**config.mk**
```make
export PLATFORM = sky130hd
export DESIGN_NAME = logger_ev_unpacker
export DESIGN_NICKNAME = d
export VERILOG_FILES = /design/src/rtl/logger_ev_unpacker.sv
export SDC_FILE = /design/constraint.sdc
export NUM_CORES = 1
export LEC_CHECK = 0
export CAP_MARGIN = 20
export CELL_PAD_IN_SITES_DETAIL_PLACEMENT = 1
export CELL_PAD_IN_SITES_GLOBAL_PLACEMENT = 1
export CORE_MARGIN = 2
export CORE_UTILIZATION = 41
export CTS_CLUSTER_SIZE = 12
export DETAILED_ROUTE_END_ITERATION = 16
export PLACE_DENSITY_LB_ADDON = 0.1
export SLEW_MARGIN = 30
export SYNTH_ARGS = -nofsm -noshare
export SYNTH_HDL_FRONTEND = slang
export SYNTH_SLANG_ARGS = --single-unit
```
**constraint.sdc**
```tcl
create_clock -name clk -period 9.72 [get_ports clk]
set_input_delay 1.458 -clock clk [delete_from_list [all_inputs] [get_ports clk]]
set_output_delay 1.458 -clock clk [all_outputs]
set_load 0.05 [all_outputs]
```
**src/rtl/logger_ev_unpacker.sv**
```systemverilog
// Parses 56-byte ASCII event records ("IIII,SSSS...,EEEE...,DDDD...\n") from a FWFT byte FIFO
// back into binary events, flagging framing errors and start/end/delta inconsistency.
module logger_ev_unpacker #(
   parameter int TS_W = 64,
   parameter int ID_W = 16
) (
   input  logic            clk,
   input  logic            rst,
   input  logic [7:0]      fifo_dout,
   input  logic            fifo_empty,
   output logic            fifo_rd_en,
   output logic            ev_valid,
   input  logic            ev_ready,
   output logic [ID_W-1:0] ev_id,
   output logic [TS_W-1:0] ev_start,
   output logic [TS_W-1:0] ev_end,
   output logic [TS_W-1:0] ev_delta,
   output logic            ev_delta_err,
   output logic            err_pulse,
   output logic [1:0]      err_code,
   output logic [15:0]     err_count
);

   localparam int ID_DIG  = ID_W / 4;
   localparam int TS_DIG  = TS_W / 4;
   localparam int MAX_DIG = (TS_DIG > ID_DIG) ? TS_DIG : ID_DIG;
   localparam int DCNT_W  = (MAX_DIG > 1) ? $clog2(MAX_DIG) : 1;
   localparam logic [DCNT_W-1:0] ID_LOAD = DCNT_W'(ID_DIG - 1);
   localparam logic [DCNT_W-1:0] TS_LOAD = DCNT_W'(TS_DIG - 1);

   localparam logic [3:0] ST_ID     = 4'd0;
   localparam logic [3:0] ST_C1     = 4'd1;
   localparam logic [3:0] ST_START  = 4'd2;
   localparam logic [3:0] ST_C2     = 4'd3;
   localparam logic [3:0] ST_END    = 4'd4;
   localparam logic [3:0] ST_C3     = 4'd5;
   localparam logic [3:0] ST_DELTA  = 4'd6;
   localparam logic [3:0] ST_NL     = 4'd7;
   localparam logic [3:0] ST_OUT    = 4'd8;
   localparam logic [3:0] ST_RESYNC = 4'd9;

   logic [3:0]      state_reg, state_next;
   logic [DCNT_W-1:0] dcnt_reg, dcnt_next;
   logic [ID_W-1:0] id_reg, id_next;
   logic [TS_W-1:0] start_reg, start_next;
   logic [TS_W-1:0] end_reg, end_next;
   logic [TS_W-1:0] delta_reg, delta_next;
   logic            ev_valid_reg, ev_valid_next;
   logic            derr_reg, derr_next;
   logic            err_pulse_reg, err_pulse_next;
   logic [1:0]      err_code_reg, err_code_next;
   logic [15:0]     err_count_reg, err_count_next;

   logic            is_hex, is_nl, is_comma;
   logic [3:0]      nibble;
   logic            clear_fields, bad_byte, early_nl;

   // Nothing is popped while an event is waiting; backpressure goes straight to the FIFO.
   assign fifo_rd_en = !rst && !fifo_empty && (state_reg != ST_OUT);

   assign is_nl    = (fifo_dout == 8'h0A);
   assign is_comma = (fifo_dout == 8'h2C);

   // Letters A-F / a-f share low nibbles 1..6, so +9 maps both cases to 10..15.
   always_comb begin
      is_hex = 1'b0;
      nibble = fifo_dout[3:0];
      if (fifo_dout >= 8'h30 && fifo_dout <= 8'h39) begin
         is_hex = 1'b1;
      end else if ((fifo_dout >= 8'h41 && fifo_dout <= 8'h46) ||
                   (fifo_dout >= 8'h61 && fifo_dout <= 8'h66)) begin
         is_hex = 1'b1;
         nibble = fifo_dout[3:0] + 4'd9;
      end
   end

   always_comb begin
      state_next     = state_reg;
      dcnt_next      = dcnt_reg;
      id_next        = id_reg;
      start_next     = start_reg;
      end_next       = end_reg;
      delta_next     = delta_reg;
      ev_valid_next  = ev_valid_reg;
      derr_next      = derr_reg;
      err_pulse_next = 1'b0;
      err_code_next  = err_code_reg;
      err_count_next = err_count_reg;
      clear_fields   = 1'b0;
      bad_byte       = 1'b0;
      early_nl       = 1'b0;

      case (state_reg)
         ST_ID, ST_START, ST_END, ST_DELTA: begin
            if (fifo_rd_en) begin
               if (is_hex) begin
                  case (state_reg)
                     ST_ID:    id_next    = {id_reg[ID_W-5:0], nibble};
                     ST_START: start_next = {start_reg[TS_W-5:0], nibble};
                     ST_END:   end_next   = {end_reg[TS_W-5:0], nibble};
                     default:  delta_next = {delta_reg[TS_W-5:0], nibble};
                  endcase
                  if (dcnt_reg == '0) begin
                     case (state_reg)
                        ST_ID:    state_next = ST_C1;
                        ST_START: state_next = ST_C2;
                        ST_END:   state_next = ST_C3;
                        default:  state_next = ST_NL;
                     endcase
                  end else begin
                     dcnt_next = dcnt_reg - 1'b1;
                  end
               end else if (is_nl) begin
                  early_nl = 1'b1;
               end else begin
                  bad_byte = 1'b1;
               end
            end
         end
         ST_C1, ST_C2, ST_C3: begin
            if (fifo_rd_en) begin
               if (is_comma) begin
                  dcnt_next = TS_LOAD;
                  case (state_reg)
                     ST_C1:   state_next = ST_START;
                     ST_C2:   state_next = ST_END;
                     default: state_next = ST_DELTA;
                  endcase
               end else if (is_nl) begin
                  early_nl = 1'b1;
               end else begin
                  bad_byte = 1'b1;
               end
            end
         end
         ST_NL: begin
            if (fifo_rd_en) begin
               if (is_nl) begin
                  state_next    = ST_OUT;
                  ev_valid_next = 1'b1;
                  derr_next     = (delta_reg != (end_reg - start_reg));
               end else begin
                  bad_byte = 1'b1;
               end
            end
         end
         ST_OUT: begin
            if (ev_ready) begin
               state_next    = ST_ID;
               ev_valid_next = 1'b0;
               derr_next     = 1'b0;
               clear_fields  = 1'b1;
            end
         end
         ST_RESYNC: begin
            if (fifo_rd_en && is_nl) begin
               state_next   = ST_ID;
               clear_fields = 1'b1;
            end
         end
         default: begin
            state_next   = ST_ID;
            clear_fields = 1'b1;
         end
      endcase

      // A premature newline doubles as the record terminator, so it returns straight to ID.
      if (early_nl || bad_byte) begin
         err_pulse_next = 1'b1;
         err_code_next  = early_nl ? 2'd2 : 2'd1;
         if (err_count_reg != 16'hFFFF)
            err_count_next = err_count_reg + 16'd1;
         state_next   = early_nl ? ST_ID : ST_RESYNC;
         clear_fields = early_nl;
      end

      if (clear_fields) begin
         id_next    = '0;
         start_next = '0;
         end_next   = '0;
         delta_next = '0;
         dcnt_next  = ID_LOAD;
      end
   end

   always_ff @(posedge clk or posedge rst) begin
      if (rst) begin
         state_reg     <= ST_ID;
         dcnt_reg      <= ID_LOAD;
         id_reg        <= '0;
         start_reg     <= '0;
         end_reg       <= '0;
         delta_reg     <= '0;
         ev_valid_reg  <= 1'b0;
         derr_reg      <= 1'b0;
         err_pulse_reg <= 1'b0;
         err_code_reg  <= 2'd0;
         err_count_reg <= 16'd0;
      end else begin
         state_reg     <= state_next;
         dcnt_reg      <= dcnt_next;
         id_reg        <= id_next;
         start_reg     <= start_next;
         end_reg       <= end_next;
         delta_reg     <= delta_next;
         ev_valid_reg  <= ev_valid_next;
         derr_reg      <= derr_next;
         err_pulse_reg <= err_pulse_next;
         err_code_reg  <= err_code_next;
         err_count_reg <= err_count_next;
      end
   end

   assign ev_valid     = ev_valid_reg;
   assign ev_id        = id_reg;
   assign ev_start     = start_reg;
   assign ev_end       = end_reg;
   assign ev_delta     = delta_reg;
   assign ev_delta_err = derr_reg;
   assign err_pulse    = err_pulse_reg;
   assign err_code     = err_code_reg;
   assign err_count    = err_count_reg;

endmodule

```
After elaboration in Yosys (flattened, before gate mapping)
Cells that the tools add are included.

storage, ports and cells
  logic and storage cells = 156
  flip-flop bits (word level) = 237

operators by class
  $lt $le $gt $ge = 6
  add/subtract/negate cells = 4
  mux-type cells = 71
  equality and inequality tests = 32
  reduce and logical (&&, ||, !) cells = 32

operator list
  cell                   number
  $mux 64                15
  $mux 16                5
  $mux 4                 19
  $ne 64x64->1           1
  $sub 64x64->64         1
  $ne 3x3->1 const B     14
  $mux 1                 22
  $pmux 4 s5             1
  $reduce_and 4->1       5
  $add 16x1->16 const B  1
  $eq 4x3->1 const B     4
  $ge 8x7->1 const B     2
  $le 8x7->1 const B     2
  $ne 16x16->1 const B   1
  $reduce_bool 2->1      7
  $pmux 3 s3             1
  $reduce_and 9->1       1
  $eq 4x2->1 const B     2
  $eq 4x4->1 const B     2
  $eq 8x4->1 const B     1
  $eq 8x6->1 const B     1
  $ge 8x6->1 const B     1
  $le 8x6->1 const B     1
  $logic_not 4->1        2
  20 further kinds       33

Depth between registers and ports, before layout
  word-level depth = 12
  depth in mapped cells = 14
  depth with buffers taken out = 13

Worst setup path before layout
Ideal clock, no wire load.

  path type = input -> register
  start = input port fifo_dout[1]
  end = register err_count_reg[13], in the netlist err_count[13]
  setup slack = 5910 ps
  library setup time = 141 ps
  path buffers = 1
  data arrival time = 3669 ps
  stages = 13
  path through = inv_1 > ha_1 > nor2_1 > a32oi_1 > and4b_1 > buf_2 > o21ba_2 > or4_4 > nand2_2 > nand2_4 > nor3_4 > nand4_1 > xnor2_1

between the ends
  word-level cells in the longest chain between the ends = 10
  elaborated cells between the ends (all ways) = 29
  those cells by class = order compare (6); eq/ne (2); mux (15); reduce/logical (6)

ends and longest elaborated chain
  item                                             line    source
  from (decl)                                      9       input logic [7:0] fifo_dout,
  $ge 8x7->1 (tied with other cells)               70      end else if ((fifo_dout >= 8'h41 && fifo_dout <= 8'h46) ||
  $logic_and 1x1->1 (on tied branches)             70, 71
  $logic_or 1x1->1                                 70
  $mux 1                                           70
  $mux 1                                           68      if (fifo_dout >= 8'h30 && fifo_dout <= 8'h39) begin
  $mux 1                                           96      if (is_hex) begin
  $mux 1                                           95      if (fifo_rd_en) begin
  $pmux 1 s3 / $pmux 1 s2 (equally long branches)  93      case (state_reg)
  $logic_or 1x1->1 (*)                             168     if (early_nl || bad_byte) begin
  $reduce_and 2->1 (no source line) (*)            -
  to (signal assigned)                             210     err_count_reg <= err_count_next;
  to (decl)                                        52      logic [15:0] err_count_reg, err_count_next;

Mark *: on every way between the ends. The rest lies on a longest branch, timed or not.
A chain may end at the register's enable or synchronous reset.

Worst setup path in the final report
  start = input port rst
  end = output port fifo_rd_en

between the ends
  word-level cells in the longest chain between the ends = 3

ends and longest elaborated chain
  item                              line  source
  from (decl)                       8     input logic rst,
  $logic_not 1->1 (no source line)  -
  $logic_and 1x1->1 (2 in series)   59    assign fifo_rd_en = !rst && !fifo_empty && (state_reg != ST_OUT);
  to (decl)                         11    output logic fifo_rd_en,

No other way between the ends.

==> results by group <==
Setup path
  – Crit-path slowest cell: clkdlybuf4s50_1
  – Worst Reg2Reg Path Length in Cells: 12
  – Largest delay share family, worst path: buffers and inverters
  – Worst Setup Start Kind: input pin
  – WS Path Type: input pin to output pin
  – Reg2reg end: ev_delta_err
  – Critical path arrival: 3.18 ns
  – Crit path depth: 4
  – CP Capture Point: fifo_rd_en
  – Crit Reg-Reg Startpoint: ev_start[9]
  – CP max FO: 5
  – Worst Setup SP: rst
  – CP endpoint kind: output pin
  – Reg2reg setup slack: 5.34 ns
  – CP most frequent cell: clkdlybuf4s50_1
  – Worst EP required: about 8.3 ns
  – CP Cell Sequence: clkdlybuf4s50_1 -> nor2_1 -> o21a_1 -> clkdlybuf4s50_1
  – Slowest stage delay, CP: 0.79 ns
  – Buf+Inv Stages, Crit Path: 2

Global route
  – Largest net degree at the start of global routing: 101
  – Met2 Usage GRT: a little under three fifths
  – Antenna violations before repair: 0
  – Global-route met3 utilization: under 10%
  – M1 GR Usage: 42.0%
  – Number of global-route vias before repair: about 17,000
  – Grt peak-use layer: met2
  – First-pass GRT wire length: slightly above 100 mm
  – Total grt overflow: 0
  – Tot GR Track Use: 31.9%

Placed design
  – # port buffers: 241
  – Placed wire-length estimate: 50.6 mm
  – Placer's final routability congestion estimate: ~0.96
  – Area after DPL: ~19,000 um^2

Finish
  – Design area: 19,700 um^2
  – Final nets: 2,284
  – Layout cells sized above 1: under 10%
  – Area Overhead vs Synth: 23.5%
  – Ant. Diodes: 0

Pwr
  – Worst IR Drop VDD: between 0.15 and 0.2 mV
  – Pwr dens: 144 nW/um^2
  – Leakage: ~8.5 nW

Floorplanning
  – FP Rows: 72
  – Die Span Y: 201 um
  – Die Wd: 201 um
  – Starting Density: around two fifths
  – IO Pins: roughly 240
  – Core Area: 38,500 um^2
  – Die area: 40,400 um^2

Routing
  – Drc violations: 0
  – Number of detailed-route iterations in the first pass: 5
  – Via count: between 15,000 and 20,000
  – Avg WL per Cell: ~24 um
  – Iter 0 DRT Violations: 911
  – Total Wirelength: 65.5 mm
  – Antenna-violating nets left: 0
  – Vias per std cell: 5.86

STA
  – Hold Violations, Final: 0
  – Fin crit share: 47.7%
  – Final setup violation count: 0
  – Clk_skew: 0.0337 ns
  – Fin. max-slew vios: 0
  – FMAX: 216 MHz
  – Total negative slack: 0 ns
  – RSZ-0062 raised after global routing: false
  – Worst slew pin tran: 0.948 ns
  – Max-Slew Margin vs Limit: 36.2%
  – Final critical-path required period: 4.64 ns

Synth
  – Synth Net Count: 2,108
  – Register area share after synthesis: around 37%
  – Post-synth EDFFs: 0
  – Post-Syn Instances: 2,025
  – Flip-flop and latch count after synthesis: 237
  – Share of flip-flops with an asynchronous set or reset: 100%
  – Synth cell types: 96
  – Top_reg_cell synth: dfrtp_1
  – Yosys Warn Count: 0
  – Avg Inst Size Synth: 7.86 um^2
  – Mapped Area: 15,900 um^2

Clocking
  – Post-CTS Hold Fix Bufs: 0
  – TritonCTS Buffers: 28
  – Clock sink count: between 200 and 250
  – Clk Latency, worst-skew pair: approximately 0.60 ns
  – Post-CTS Setup Inserts: 0
  – Worst-path clk slew: 0.06 ns
  – Root buffer cell: clkbuf_16
  – # resized after CTS: 0
  – Clock buffer depth: 3
  – CTS H-tree depth: 1
  – CTS tree: built

Status
  – Status: finished, final reports clean

Hold path
  – Hold path startpoint: err_code[1]
  – Worst Hold Class: flip-flop to flip-flop

Run
  – Max-cap viol count: 0
## layout by cell type, fill, tap and decap left out, types with 7 or more instances in the layout
master           netlist  final
nor2b_1               11     11
buf_4                  7     13
dfrtp_1              235    235
nand2_1              524    522
o21ai_1               19     19
ha_1                  70     70
nand2b_1              13     13
o21bai_1              10     10
o2111ai_1              9      9
xor2_1                36     36
clkbuf_8               1      7
nand3_1               28     28
mux2i_1               10     10
nor3_1                21     20
a21oi_2                7      7
o31ai_1                7      7
o21a_1                11     11
nand4_1               52     52
clkdlybuf4s50_1        0    241
clkbuf_16              0     28
and3_1                10     10
xnor2_1               61     61
o211ai_1               8      8
nor4_1                10     10
a211oi_1              29     29
o21ai_0               59     59
nor2_1               113    112
and2_1                 8      8
a21oi_1              298    298
a21o_1                18     18
a31oi_1               12     12
inv_1                 88     87
## cells by family after synthesis
logic type | count (synthesis) | share of synthesized area (%)
multiplexers | 16 | 1.05
AO/OA/AOI/OAI | 569 | 22.1
flip-flops | 237 | 37.3
XOR/XNOR | 98 | 5.48
AND/OR/NAND/NOR | 834 | 23.1
buffers and inverters | 200 | 5.38
adder cells (fa/ha/maj) | 71 | 5.63
## layout make-up
cell class | instances | area (um^2)
timing repair buffer | 258 | 2590
fill | 4682 | 18800
clock buffer | 41 | 820
clock inverter | 11 | 165
sequential | 237 | 5930
inverter | 88 | 338
multi-input combinational | 1588 | 9170
tap | 518 | 648
## per-layer routing
metal	routed length (um)	vias up
met5	0	-
li1	-	7392
met1	28400	8193
met2	32500	419
met3	3250	71
met4	1300	0
## metrics by stage
stage / std cells / power [mW] / hold slack, ns / setup WS (ns) / util [%]
final: 2741 / 2.84 / 0.499 / 5.08 / 51.1
after global routing: 2741 / 2.93 / 0.528 / 5.00 / 51.1
after CTS: 2739 / 2.83 / 0.506 / 5.08 / 50.9
after detailed placement: 2687 / 1.70 / 0.486 / 5.01 / 48.4
after global placement: 2687 / 1.70 / 0.480 / 5.14 / 48.4
after floorplan: 2025 / 1.50 / 0.461 / 1.76 / -
## synthesized netlist by cell type, types with 5 or more instances
| library cell | number | area share [%] |
|---|---|---|
| nand2_1 | 524 | 12 |
| a21oi_1 | 298 | 9.4 |
| dfrtp_1 | 235 | 37 |
| nor2_1 | 113 | 2.7 |
| inv_1 | 88 | 2.1 |
| ha_1 | 70 | 5.5 |
| xnor2_1 | 61 | 3.4 |
| clkbuf_1 | 60 | 1.4 |
| o21ai_0 | 59 | 1.9 |
| nand4_1 | 52 | 2.0 |
| xor2_1 | 36 | 2.0 |
| a211oi_1 | 29 | 1.4 |
| buf_2 | 29 | 0.91 |
| nand3_1 | 28 | 0.88 |
| nor3_1 | 21 | 0.66 |
| o21ai_1 | 19 | 0.60 |
| a21o_1 | 18 | 0.85 |
| nand2b_1 | 13 | 0.51 |
| a31oi_1 | 12 | 0.47 |
| nor2b_1 | 11 | 0.43 |
| o21a_1 | 11 | 0.52 |
| and3_1 | 10 | 0.39 |
| mux2i_1 | 10 | 0.63 |
| nor4_1 | 10 | 0.39 |
| o21bai_1 | 10 | 0.47 |
| o2111ai_1 | 9 | 0.50 |
| and2_1 | 8 | 0.31 |
| buf_1 | 8 | 0.19 |
| o211ai_1 | 8 | 0.38 |
| a21oi_2 | 7 | 0.39 |
| buf_4 | 7 | 0.33 |
| o31ai_1 | 7 | 0.33 |
| a32oi_1 | 6 | 0.33 |
| nand3b_1 | 6 | 0.28 |
| or3_1 | 6 | 0.24 |
| a22oi_1 | 5 | 0.24 |
| a311oi_1 | 5 | 0.28 |
| and4_1 | 5 | 0.28 |
| mux2_2 | 5 | 0.35 |
| nor3b_1 | 5 | 0.24 |
## power by group
part / leakage, nW / total, mW / switching [mW] / internal [mW]
clock: 0.486 / 1.12 / 0.453 / 0.667
combinational: 4.69 / 0.657 / 0.440 / 0.217
sequential: 3.28 / 1.06 / 0.0485 / 1.01
## worst min-delay path: stages (launching register included)
cell,delay (ns)
dfrtp_1,0.35
nand2_1,0.05
nand2_1,0.06
## worst min path at each step
stage,end,cells past startpoint,slack (ns)
floorplan,dcnt_reg[3],1,0.46
global placement,err_count[8],1,0.48
detailed placement,err_code[1],2,0.49
CTS,err_code[1],2,0.51
global route,err_count[10],1,0.53
finish,err_code[1],2,0.50
Note: power is estimated with default switching activity, not from simulation.
